**config.mk**
```make
export PLATFORM = sky130hd
export DESIGN_NAME = core_run_scheduler
export DESIGN_NICKNAME = d
export VERILOG_FILES = /design/src/rtl/core_run_scheduler.sv
export SDC_FILE = /design/constraint.sdc
export NUM_CORES = 1
export LEC_CHECK = 0
export BUFFER_PORTS_ARGS = -buffer_cell sky130_fd_sc_hd__buf_4
export CAP_MARGIN = 0
export CORE_MARGIN = 8
export CORE_UTILIZATION = 51
export DETAILED_ROUTE_END_ITERATION = 16
export PLACE_DENSITY = 0.94
export SLEW_MARGIN = 25
export SYNTH_ARGS = -nofsm -noshare
export SYNTH_HDL_FRONTEND = slang
export SYNTH_SLANG_ARGS = --single-unit
export TNS_END_PERCENT = 10
```
**constraint.sdc**
```tcl
create_clock -name clk -period 11.2 [get_ports clk]
set_input_delay 1.12 -clock clk [delete_from_list [all_inputs] [get_ports clk]]
set_output_delay 1.12 -clock clk [all_outputs]
set_load 0.005 [all_outputs]
```
**src/rtl/core_run_scheduler.sv**
```systemverilog
// -----------------------------------------------------------------------------
// core_run_scheduler
//
// Sequences the two pipelined cores. Core 0 is booted out of reset; after that
// the block services awaken, pause, resume and halt events raised by either
// core and drives each core's pc_passed / stall_num inputs. Every output is
// registered.
//
// Ports:
//   clk              system clock
//   rst              asynchronous, active-high reset
//   c0_pc_out        core 0 awaken   : [17] valid, [16] target, [15:0] PC
//   c1_pc_out        core 1 awaken   : same format
//   c0_pause_resume  core 0 request  : [2] valid, [1] 1=resume/0=pause, [0] target
//   c1_pause_resume  core 1 request  : same format
//   c0_halt          core 0 halt_
//   c1_halt          core 1 halt_
//   c0_pc_passed     to core 0       : [16] load strobe, [15:0] PC
//   c1_pc_passed     to core 1       : same format
//   c0_stall_num     to core 0
//   c1_stall_num     to core 1
//   c0_state         core 0 state (IDLE=0, RUN=1, PAUSED=2, HALTED=3)
//   c1_state         core 1 state
//   all_done         no core RUN or PAUSED
//   deadlock         at least one core PAUSED and none RUN
//   err              sticky illegal-request flag
// -----------------------------------------------------------------------------
module core_run_scheduler #(
   parameter logic [15:0] BOOT_PC     = 16'h0000,
   parameter logic [2:0]  PAUSE_STALL = 3'd5
) (
   input  logic        clk,
   input  logic        rst,
   input  logic [17:0] c0_pc_out,
   input  logic [17:0] c1_pc_out,
   input  logic [2:0]  c0_pause_resume,
   input  logic [2:0]  c1_pause_resume,
   input  logic        c0_halt,
   input  logic        c1_halt,
   output logic [16:0] c0_pc_passed,
   output logic [16:0] c1_pc_passed,
   output logic [2:0]  c0_stall_num,
   output logic [2:0]  c1_stall_num,
   output logic [1:0]  c0_state,
   output logic [1:0]  c1_state,
   output logic        all_done,
   output logic        deadlock,
   output logic        err
);

   typedef enum logic [1:0] {
      IDLE   = 2'd0,
      RUN    = 2'd1,
      PAUSED = 2'd2,
      HALTED = 2'd3
   } core_st_t;

   // Per-core views of the inputs so both sources share one evaluation loop.
   logic [17:0] pc_out_a [2];
   logic [2:0]  pr_a     [2];
   logic        halt_a   [2];

   assign pc_out_a[0] = c0_pc_out;
   assign pc_out_a[1] = c1_pc_out;
   assign pr_a[0]     = c0_pause_resume;
   assign pr_a[1]     = c1_pause_resume;
   assign halt_a[0]   = c0_halt;
   assign halt_a[1]   = c1_halt;

   core_st_t    st_q    [2];
   core_st_t    st_d    [2];
   logic [1:0]  tok_q;
   logic [1:0]  tok_d;
   logic        err_q;
   logic        err_d;
   logic [16:0] pcp_q   [2];
   logic [16:0] pcp_d   [2];
   logic [2:0]  stall_q [2];
   logic [2:0]  stall_d [2];
   logic        all_done_q;
   logic        all_done_d;
   logic        deadlock_q;
   logic        deadlock_d;
   logic [1:0]  halting;

   // A core is halting when its halt_ is high while it is RUN or PAUSED.
   // Halting cores neither issue requests nor accept requests aimed at them.
   always_comb begin
      for (int i = 0; i < 2; i++) begin
         halting[i] = halt_a[i] && (st_q[i] == RUN || st_q[i] == PAUSED);
      end
   end

   // Next-state evaluation. Requests are applied in a fixed order (core 0
   // then core 1, awaken before pause/resume) against the running next-state
   // so that same-edge events on one target compose. Source eligibility is
   // judged on the current state: a PAUSED core's frozen writeback stage
   // keeps re-presenting its request and must be ignored.
   always_comb begin
      logic tgt;
      tgt        = 1'b0;
      st_d       = st_q;
      tok_d      = tok_q;
      err_d      = err_q;
      pcp_d[0]   = 17'd0;
      pcp_d[1]   = 17'd0;
      stall_d[0] = 3'd0;
      stall_d[1] = 3'd0;
      all_done_d = 1'b1;
      deadlock_d = 1'b0;

      for (int s = 0; s < 2; s++) begin
         if (st_q[s] == RUN && !halting[s]) begin
            // Awaken: only an IDLE, non-self target may be started.
            if (pc_out_a[s][17]) begin
               tgt = pc_out_a[s][16];
               if (!halting[tgt]) begin
                  if (tgt == s[0] || st_d[tgt] != IDLE) begin
                     err_d = 1'b1;
                  end else begin
                     st_d[tgt]  = RUN;
                     pcp_d[tgt] = {1'b1, pc_out_a[s][15:0]};
                  end
               end
            end
            // Pause / resume. A resume arriving while the target still runs
            // is remembered in the token and cancels the next pause.
            if (pr_a[s][2]) begin
               tgt = pr_a[s][0];
               if (!halting[tgt]) begin
                  if (pr_a[s][1]) begin
                     case (st_d[tgt])
                        PAUSED:  st_d[tgt] = RUN;
                        RUN: begin
                           if (tok_d[tgt]) err_d = 1'b1;
                           else            tok_d[tgt] = 1'b1;
                        end
                        default: err_d = 1'b1;
                     endcase
                  end else begin
                     if (st_d[tgt] == RUN) begin
                        if (tok_d[tgt]) tok_d[tgt] = 1'b0;
                        else            st_d[tgt]  = PAUSED;
                     end else begin
                        err_d = 1'b1;
                     end
                  end
               end
            end
         end
      end

      for (int i = 0; i < 2; i++) begin
         if (halting[i]) begin
            st_d[i]  = HALTED;
            pcp_d[i] = 17'd0;
         end
         stall_d[i] = (st_d[i] == PAUSED) ? PAUSE_STALL : 3'd0;
         if (st_d[i] == RUN || st_d[i] == PAUSED) all_done_d = 1'b0;
      end
      deadlock_d = (st_d[0] == PAUSED || st_d[1] == PAUSED) &&
                   (st_d[0] != RUN && st_d[1] != RUN);
   end

   // State / output register stage
   always_ff @(posedge clk or posedge rst) begin
      if (rst) begin
         st_q[0]    <= RUN;
         st_q[1]    <= IDLE;
         tok_q      <= 2'b00;
         err_q      <= 1'b0;
         pcp_q[0]   <= {1'b1, BOOT_PC};
         pcp_q[1]   <= 17'd0;
         stall_q[0] <= 3'd0;
         stall_q[1] <= 3'd0;
         all_done_q <= 1'b0;
         deadlock_q <= 1'b0;
      end else begin
         st_q       <= st_d;
         tok_q      <= tok_d;
         err_q      <= err_d;
         pcp_q      <= pcp_d;
         stall_q    <= stall_d;
         all_done_q <= all_done_d;
         deadlock_q <= deadlock_d;
      end
   end

   assign c0_pc_passed = pcp_q[0];
   assign c1_pc_passed = pcp_q[1];
   assign c0_stall_num = stall_q[0];
   assign c1_stall_num = stall_q[1];
   assign c0_state     = st_q[0];
   assign c1_state     = st_q[1];
   assign all_done     = all_done_q;
   assign deadlock     = deadlock_q;
   assign err          = err_q;

endmodule

```
# Yosys cells after proc, flatten, opt, wreduce, memory -nomap -nowiden
# Cells that the tools add are included.
[totals] rom_bits=0 n_memories=0 input_bits=46 latch_bits=0 register_bits=49 ramBits=0
[op_classes] n_eq_ne=14 reduce_logical=23 order_cmp=14 n_addsub=0 multipliers=0 n_mux=115 n_bitwise=30 n_div=0 shift=0
[ops] operator="$mux 34" n=8
[ops] operator="$mux 4" n=22
[ops] operator="$mux 17" n=4
[ops] operator="$mux 2" n=34
[ops] operator="$and 34x34->34" n=1
[ops] operator="$bwmux 34" n=1
[ops] operator="$demux 17 s1" n=2
[ops] operator="$mux 1" n=34
[ops] operator="$and 2x2->2" n=8
[ops] operator="$not 2->2" n=8
[ops] operator="$or 2x2->2" n=8
[ops] operator="$eq 2x1->1 const B" n=6
[ops] operator="$eq 2x2->1 const B" n=6
[ops] operator="$logic_and 1x1->1" n=12
[ops] operator="$demux 2 s1" n=4
[ops] operator="$ge 2x2->1 const B" n=4
[ops] operator="$lt 1x2->1 const B" n=4
[ops] operator="$lt 2x1->1 const B" n=4
[ops] operator="$not 1->2" n=4
[ops] operator="$logic_or 1x1->1" n=7
[ops] operator="$mux 3" n=2
[ops] operator="$ne 2x1->1 const B" n=2
[ops] operator="$pmux 1 s2" n=2
[ops] operator="$reduce_bool 2->1" n=2
[ops] operator="4 further kinds" n=7

# Longest topological paths before layout
# Gate-level depths: netlist of run 1.
[depth] depth_word=43 mapped_depth=21

# Worst setup path before layout of run 1
# OpenSTA, ideal clock, no wires.
[synth_timing] path_kind="input to register" startpoint="in c1_halt" endpoint="reg all_done_q (netlist: all_done)" path_buffers=1 stages=17 setup_time_ps=119 arrival_ps=4287 slack_ps=6794 cell_sequence="nand2b_1 clkbuf_1 a41oi_1 a21o_1 inv_1 ha_1 nor2b_1 nand4_1 a2bb2oi_2 o21a_1 mux2_2 ha_1 nand4b_1 or2_2 a211o_1 ha_1 and2_1"
[synth_rtl] item="from (decl)" line_no="39" rtl="input logic c1_halt,"
[synth_rtl] item="to (signal assigned)" line_no="184" rtl="all_done_q <= all_done_d;"
[synth_rtl] item="to (decl)" line_no="80" rtl="logic all_done_q;"

==> results of run 1 <==
[flip-flops by register name, indices dropped and copies added (netlist names)]
| register | cells |
|---|---|
| c0_pc_passed | 17 |
| err | 1 |
| c0_stall_num | 1 |
| deadlock | 1 |
| c1_state | 2 |
| tok_q | 2 |
| c1_stall_num | 1 |
| c1_pc_passed | 17 |
| all_done | 1 |
| c0_state | 2 |
[cell type report]
| class | instances | area, um^2 |
|---|---|---|
| clock buffers | 5 | 68.8 |
| clock inverters | 3 | 21.3 |
| fillers | 299 | 1290 |
| inverters | 9 | 35.0 |
| multi-input cells | 137 | 1010 |
| flip-flops and latches | 45 | 1130 |
| well taps | 52 | 65.1 |
| repair buffers | 90 | 676 |
[cells by family after synthesis]
family	count (synthesis)	share of synthesized area (%)
AO/OA/AOI/OAI	39	13.4
adder cells (fa/ha/maj)	10	5.61
buffers and inverters	20	4.55
flip-flops	45	50.6
other	1	0.168
multiplexers	9	4.21
AND/OR/NAND/NOR	77	21.5
[cells in the mapped netlist, types with 2 or more instances]
library cell  number
dfrtp_1           43
and2_1            34
ha_1              10
inv_1              9
nor2_1             7
a21oi_1            6
mux2i_1            6
buf_4              5
nand2_1            5
nand4_1            5
o21ai_0            5
clkbuf_1           4
nand3_1            4
a31oi_1            3
mux2_2             3
nor2b_1            3
nor3_1             3
nor4_1             3
a211oi_1           2
a22oi_1            2
a41oi_1            2
dfstp_2            2
nand2b_1           2
o21a_1             2
or3_1              2
[report_power, final]
| part | internal [uW] | total (uW) | switching (uW) |
|---|---|---|---|
| Sequential | 171 | 177 | 6.01 |
| Combinational | 42.7 | 83.6 | 40.8 |
| Clock | 44.3 | 100 | 55.9 |
| Total | 258 | 361 | 103 |
[worst max-delay path: stages (launching register included)]
cell	delay [ns]
dfrtp_1	0.50
inv_1	0.13
ha_1	0.32
nand2b_1	0.31
a41oi_1	0.42
a21o_1	0.19
ha_1	0.23
inv_1	0.07
or3_1	0.37
a21oi_1	0.18
a22oi_1	0.16
mux2i_1	0.18
ha_1	0.29
nand4_1	0.15
nor4_1	0.47
a22o_1	0.25
o21ai_0	0.13
ha_1	0.25
nor3_1	0.16
[stage by stage]
| stage | setup slack [ns] | total power, uW | area [um^2] | hold slack (ns) | util (%) |
|---|---|---|---|---|---|
| final | 6.35 | 361 | 3010 | 0.689 | 70.0 |
| after global routing | 5.91 | 377 | 3010 | 0.735 | 70.0 |
| after CTS | 6.53 | 363 | 3000 | 0.681 | 69.8 |
| after detailed placement | 6.32 | 264 | 2910 | 0.668 | 67.7 |
| after global placement | 6.55 | 260 | 2910 | 0.666 | 67.7 |
| after floorplan | 6.79 | 228 | 2230 | 0.600 | - |
[per-layer routing]
metal / vias up / part of all wire, % / GRT usage, %
li1: 886 / - / -
met1: 921 / 36 / 19.7
met2: 116 / 51 / 33.0
met3: 12 / 10 / 3.57
met4: 0 / 2.6 / 8.42
met5: - / 0 / 0
[final timing paths]
kind | start | to | slack, ns
hold / removal | c1_state[1] | c1_pc_passed[16] | 0.69
hold reg to reg | c1_state[1] | c1_pc_passed[16] | 0.69
setup reg to reg | c1_state[1] | deadlock | 6.35
setup / recovery | c1_state[1] | deadlock | 6.35
min in group asynchronous | rst | c1_pc_passed[16] | 0.93
max in group asynchronous | rst | c0_pc_passed[4] | 9.83
[cell usage in the layout, fill, tap and decap left out, types with 4 or more instances in the layout]
cell type / Yosys / routed
and2_1: 34 / 34
inv_1: 9 / 8
nor2_1: 7 / 7
a21oi_1: 6 / 6
dfrtp_1: 43 / 43
ha_1: 10 / 10
nand2_1: 5 / 5
nand4_1: 5 / 5
mux2i_1: 6 / 6
buf_4: 5 / 90
nand3_1: 4 / 4
o21ai_0: 5 / 5
clkbuf_8: 0 / 5
==> flow_summary.toml, run 1 <==
[critical_path]
rr_worst_depth = 18
end_kind = "flop"
cp-start-kind = "flop"
cp_data_required_time_ns = 11.42
critPathKind = "flop to flop"
arrival_ns = 5.07
path_max_fanout = 9

[final_layout]
n_antenna_cell = 0
nets = 344
final_cells = 341
areaGrowthSynthToFinish_pct = 34.8
final_layout_size_suffix_gt1_share_pct = 38.4

[floorplanning]
core.rowCount = 24
dieWidth_um = 82.1
initial_core_util_pct = 51.9
die_area_um2 = 6740
core_um2 = 4290
die_h_um = 82.1
num_io_pins = 93

[min_path]
hold_path_depth = 1
worstHoldPathType = "flop to flop"

[placement]
gp_congestion = 0.912
numPlacedInstances = 333
dp_hpwl_um = 4690
io_buffers = 90

[clock_network]
htreeDepth = 2
path_clk_slew_ns = 0.09
clock_path_buffers = 2
cts_root_buf = "clkbuf_8"
cts_sinks = 45
cts_tree = "built"
numCtsBuffers = 5
cts_setup_buffers = 0
cts_resized = 0
worstSkewPairLatency_ns = 0.30
hold_buffers = 0

[pwr]
power_density_nw_per_um2 = 120
peakVddDrop_mv = 0.0714
p_leak_uw = 0.00155

[logic_synthesis]
synth_edf_count = 0
syn_area_um2 = 2230
synth_top_cell_area_share_pct = 48.3
yosys-top-cells-area = "dfrtp_1 48%, and2_1 9.5%, ha_1 5.6%"
yosysTopAreaCell = "dfrtp_1"
ys_dominant_reg_cell = "dfrtp_1"
synth-seq-cells = 45
syn_area_per_cell_um2 = 11.1
yosysSeqAreaShare_pct = 50.6
synthCells = 201
synthDistinctLibCells = 54
ys_warn_count = 0
synth-async-reset-ratio_pct = 100

[route]
wire_per_inst_um = 17.9
dr.pass1.iters = 5
drt_iter0_drc = 169
drc_errors = 0
ant_nets = 0
wl_um = 6100
viasPerCell = 5.67
vias = 1935

[flow_run]
drv_cap = 0

[timing]
finalCriticalPeriod_ns = 4.85
tightest_slew_ns = 0.743
hold_violations = 0
setup_viol = 0
max_freq_mhz = 206
rsz0062_at_grt = "no"
finClkSkew_ns = 0.00840
final_max_slew_viol_count = 0
max-slew-margin-rel_pct = 50.4
finalSetupTns_ns = 0
min_period_over_period_pct = 43.3

[status]
status = "finished clean"

[global_routing]
antenna_found_initial = 0
grt_pass1_vias = 1914
grt_usage_pct = 18.1
overflow = 0
grt_pass1_wl_um = 9360
grt_max_degree = 46
No activity file was read; power rests on OpenSTA's default activity.
==> inputs of run 2 (changes only) <==
--- a/config.mk
+++ b/config.mk
@@ -8,9 +8,9 @@
 export BUFFER_PORTS_ARGS = -buffer_cell sky130_fd_sc_hd__buf_4
 export CAP_MARGIN = 0
 export CORE_MARGIN = 8
-export CORE_UTILIZATION = 51
+export CORE_UTILIZATION = 48
 export DETAILED_ROUTE_END_ITERATION = 16
-export PLACE_DENSITY = 0.94
+export PLACE_DENSITY = 0.9
 export SLEW_MARGIN = 25
 export SYNTH_ARGS = -nofsm -noshare
 export SYNTH_HDL_FRONTEND = slang
==> constraint.sdc (replaced) <==
create_clock -name clk -period 4.8 [get_ports clk]
set_input_delay 0.48 -clock clk [delete_from_list [all_inputs] [get_ports clk]]
set_output_delay 0.48 -clock clk [all_outputs]
set_load 0.005 [all_outputs]
==> run 2 against run 1 <==
  * Critical path type unchanged
  * Maximum frequency increased by 8.2%
  * Highest routed layer unchanged
  * Die area increased by 5.0%
  * Hold slack got worse by 0.40 ns
  * Worst setup slack got worse by 6.0 ns
  * Count of clock-buffer cells in the layout increased by 2
  * Power increased by 130%
  * Largest cell class unchanged
==> flow_summary.toml, run 2 (synthesized netlist as in run 1, its figures left out) <==
[final_layout]
nets = 345
n_antenna_cell = 0
layout_common_cells = "91 x buf_4, 43 x dfrtp_1, 34 x and2_1, 10 x ha_1, 8 x inv_1"
fillers = 327
final_common_cell = "buf_4"
areaGrowthSynthToFinish_pct = 36.6
final_layout_size_suffix_gt1_share_pct = 39.7

[route]
met1Wirelength_um = 2220
wl_um = 5960
viasPerCell = 5.49
met3_length_um = 472
drt_iter0_drc = 152
wire_per_inst_um = 17.4
dr_wl_met2_um = 3150
dr.pass1.iters = 4
drc_errors = 0
vias = 1876
top_layer = "met4"
ant_nets = 0

[flow_run]
drv_cap = 0

[critical_path]
cp.buffers_inverters = 2
arrival_ns = 4.67
critPathTopFamily = "compound AO/OA/AOI/OAI gates"
crit_slowest_cell = "dfrtp_1"
cp-start-kind = "flop"
path_max_fanout = 9
r2r_slack_ns = 0.32
critPathKind = "flop to flop"
cpMostUsedCell = "ha_1"
regToRegStartpoint = "c1_state[1]"
path_cells = "inv_1, ha_1, nand2b_2, a41oi_2, a21o_1, inv_1, ha_1, nor2b_1, nand4_1, a2bb2oi_4, o21a_1, mux2_2, ha_1, nand4b_1, or2_2, a211o_1, ha_1, and2_1"
slowest_delay_ns = 0.47
critPathLaunch = "c1_state[1]"
cp_data_required_time_ns = 4.99
end_kind = "flop"

[pwr]
peakVddDrop_mv = 0.137
p_leak_uw = 0.00156
power_density_nw_per_um2 = 277

[timing]
worst_slack_ns = 0.319
min_period_over_period_pct = 93.4
finClkSkew_ns = 0.00974
setup_viol = 0
max-slew-margin-rel_pct = 51.3
tightest_slew_ns = 0.729
max_freq_mhz = 223
hold_violations = 0
finalSetupTns_ns = 0
final_max_slew_viol_count = 0
finalCriticalPeriod_ns = 4.48
rsz0062_at_grt = "no"

[global_routing]
grt_pass1_vias = 1881
grt_max_degree = 46
antenna_found_initial = 0
overflow = 0
grt_usage_pct = 16.3
grt_pass1_wl_um = 9400

[clock_network]
hold_buffers = 0
cts_setup_buffers = 0
worstSkewPairLatency_ns = 0.30
cts_root_buf = "clkbuf_8"
clock_path_buffers = 2
cts_tree = "built"
cts_sinks = 45
cts_resized = 0
numCtsBuffers = 5
path_clk_slew_ns = 0.08
htreeDepth = 2

[placement]
gp_congestion = 0.923
dp_hpwl_um = 4570
io_buffers = 90
place_ws_ns = 0.252

[floorplanning]
core_um2 = 4410
die_area_um2 = 7080
dieWidth_um = 84.2
initial_core_util_pct = 50.5
die_h_um = 84.2
core.rowCount = 24
num_io_pins = 93

[status]
status = "finished clean"

[min_path]
worstHoldPathType = "input port to asynchronous set/reset pin"
[run 2: changes by cell type in the layout (fill, tap and decap cells not counted), sizes merged]
cell and change:
clkinv -1, inv -1, buf +1, clkbuf +2
[run 2: routing by layer]
layer	up-vias	GRT usage [%]
met1	896	18.5
met2	79	27.4
met4	0	7.22
met3	11	5.02
met5	-	0
li1	890	-
[run 2: final cells by class]
cell class,count,area (um^2),share of cell area [%]
clock inverters,1,7.51,0.246
repair buffers,91,683,22.4
well taps,52,65.1,2.14
clock buffers,7,76.3,2.51
inverters,9,35.0,1.15
flip-flops and latches,45,1130,37.0
multi-input cells,137,1050,34.5
[run 2: final timing paths]
check                              endpoint  cells past startpoint
max in group asynchronous   c1_pc_passed[2]                      2
min                                     err                      2
min reg2reg                c1_pc_passed[16]                      1
max                                all_done                     18
min in group clk            c1_pc_passed[0]                      2
max reg2reg                        all_done                     18
[run 2: power breakdown]
group	total, uW	switching, uW	internal (uW)
Combinational	203	99.4	103
Clock	225	122	103
Sequential	414	14.9	399
Total	843	237	606
[run 2: worst reg2reg max path, stage by stage (launching register included)]
cell and delay (ns):
dfrtp_1 0.47, inv_1 0.12, ha_1 0.30, nand2b_2 0.21, a41oi_2 0.20, a21o_1 0.24
inv_1 0.06, ha_1 0.27, nor2b_1 0.20, nand4_1 0.22, a2bb2oi_4 0.33, o21a_1 0.20
mux2_2 0.15, ha_1 0.20, nand4b_1 0.15, or2_2 0.31, a211o_1 0.32, ha_1 0.27
and2_1 0.15
[run 2: stage by stage]
| step | instance area, um^2 | power [uW] | std cells | hold WS [ns] | utilization [%] |
|---|---|---|---|---|---|
| floorplan | 2230 | 531 | 202 | 0.600 | - |
| global placement | 2910 | 611 | 334 | 0.632 | 66.0 |
| detailed placement | 2910 | 620 | 334 | 0.654 | 66.0 |
| CTS | 3000 | 843 | 342 | 0.380 | 67.9 |
| global route | 3050 | 883 | 342 | 0.364 | 69.0 |
| finish | 3050 | 843 | 342 | 0.285 | 69.0 |
==> inputs of run 3 (changes only) <==
--- a/config.mk
+++ b/config.mk
@@ -8,9 +8,9 @@
 export BUFFER_PORTS_ARGS = -buffer_cell sky130_fd_sc_hd__buf_4
 export CAP_MARGIN = 0
 export CORE_MARGIN = 8
-export CORE_UTILIZATION = 48
+export CORE_UTILIZATION = 51
 export DETAILED_ROUTE_END_ITERATION = 16
-export PLACE_DENSITY = 0.9
+export PLACE_DENSITY = 0.94
 export SLEW_MARGIN = 25
 export SYNTH_ARGS = -nofsm -noshare
 export SYNTH_HDL_FRONTEND = slang
==> constraint.sdc (replaced) <==
create_clock -name clk -period 5.8 [get_ports clk]
set_input_delay 0.58 -clock clk [delete_from_list [all_inputs] [get_ports clk]]
set_output_delay 0.58 -clock clk [all_outputs]
set_load 0.005 [all_outputs]
==> run 3 against run 2 <==
  * Utilization grew 1.5 points
  * First-iteration DRC count is 22% lower
  * Hold slack improved by 0.11 ns
  * Worst setup slack improved by 0.84 ns
  * Maximum frequency fell by 3.5%
==> flow_summary.toml, run 3 (synthesized netlist as in run 1, its figures left out) <==
[timing]
final_max_slew_viol_count = 0
finalCriticalPeriod_ns = 4.65
finalSetupTns_ns = 0
min_period_over_period_pct = 80.1
max-slew-margin-rel_pct = 49.5
max_freq_mhz = 215
finClkSkew_ns = 0.00818
whs_ns = 0.398
tightest_slew_ns = 0.757
hold_violations = 0
setup_viol = 0
rsz0062_at_grt = "no"

[critical_path]
cp_data_required_time_ns = 5.99
critPathKind = "flop to flop"
cp-start-kind = "flop"
end_kind = "flop"
arrival_ns = 4.84
path_max_fanout = 9

[status]
status = "finished clean"

[global_routing]
grt_pass1_wl_um = 9270
antenna_found_initial = 0
grt_max_degree = 46
overflow = 0
grt_pass1_vias = 1901
grt_usage_pct = 17.9

[clock_network]
cts_sinks = 45
worstSkewPairLatency_ns = 0.29
numCtsBuffers = 5
clock_path_buffers = 2
htreeDepth = 2
cts_root_buf = "clkbuf_8"
hold_buffers = 0
cts_tree = "built"
path_clk_slew_ns = 0.08
cts_setup_buffers = 0
cts_resized = 0

[route]
wire_per_inst_um = 17.9
drc_errors = 0
drt_iter0_drc = 119
dr.pass1.iters = 4
ant_nets = 0
vias = 1908
wl_um = 6110
viasPerCell = 5.60

[placement]
io_buffers = 90
gp_congestion = 0.927
placed_cell_area_um2 = 2910
dp_hpwl_um = 4810

[final_layout]
n_antenna_cell = 0
final_area_um2 = 3030
layout_common_cells = "90 x buf_4, 43 x dfrtp_1, 34 x and2_1, 10 x ha_1, 8 x inv_1"
nets = 344
final_common_cell = "buf_4"
fillers = 318
final_layout_size_suffix_gt1_share_pct = 38.1
areaGrowthSynthToFinish_pct = 35.8

[floorplanning]
initial_core_util_pct = 51.9
dieWidth_um = 82.1
core.rowCount = 24
die_area_um2 = 6740
die_h_um = 82.1
num_io_pins = 93
core_um2 = 4290

[pwr]
power_density_nw_per_um2 = 245
peakVddDrop_mv = 0.118
p_leak_uw = 0.00156

[min_path]
worstHoldPathType = "input port to asynchronous set/reset pin"

[flow_run]
drv_cap = 0
==> run 3: final cells by class <==
| class | count | area (um^2) | share of cell area, % |
|---|---|---|---|
| Sequential cell | 45 | 1130 | 37.3 |
| Multi-Input combinational cell | 137 | 1010 | 33.4 |
| Timing Repair Buffer | 90 | 676 | 22.3 |
| Clock buffer | 6 | 72.6 | 2.40 |
| Tap cell | 52 | 65.1 | 2.15 |
| Clock inverter | 2 | 38.8 | 1.28 |
| Inverter | 9 | 35.0 | 1.16 |
==> run 3: per-layer routing <==
layer	GRT usage [%]	part of all wire (%)	up-vias	wire length, um
li1	-	-	894	-
met1	19.6	37	901	2230
met2	32.0	51	102	3140
met3	4.98	9.9	11	604
met4	7.02	2.1	0	127
met5	0	0	-	0
==> run 3: report_power, final <==
group          switching, uW  internal (uW)
Sequential              11.6            331
Combinational           82.5           83.3
Clock                    105            129
Total                    199            543
==> run 3: path summary, 6_finish.rpt <==
| path | start | endpoint | slack, ns | cells past startpoint |
|---|---|---|---|---|
| hold / removal | rst | c0_pc_passed[5] | 0.40 | 2 |
| setup / recovery | c1_state[1] | all_done | 1.15 | 18 |
| max in group asynchronous | rst | c1_pc_passed[2] | 4.95 | 2 |
| hold reg to reg | c1_state[1] | c1_pc_passed[16] | 0.65 | 1 |
| min in group clk | c1_pc_out[0] | c0_pc_passed[0] | 0.49 | 2 |
| setup reg to reg | c1_state[1] | all_done | 1.15 | 18 |
==> run 3: worst max-delay path: stages (launching register included) <==
cell and delay (ns):
dfrtp_1 0.47, inv_1 0.12, ha_1 0.30, nand2b_1 0.29
a41oi_1 0.21, a21o_1 0.24, inv_1 0.06, ha_1 0.26
nor2b_1 0.20, nand4_1 0.18, a2bb2oi_2 0.43, o21a_1 0.23
mux2_2 0.15, ha_1 0.20, nand4b_1 0.13, or2_2 0.30
a211o_1 0.33, ha_1 0.29, and2_1 0.16
==> run 3: stage by stage <==
stage	instances	utilization, %	setup slack [ns]	power [uW]
after floorplan	202	-	1.69	439
after global placement	333	67.7	1.47	502
after detailed placement	333	67.7	1.28	514
after CTS	341	70.3	1.27	746
after global routing	341	70.5	0.810	777
final	341	70.5	1.15	742
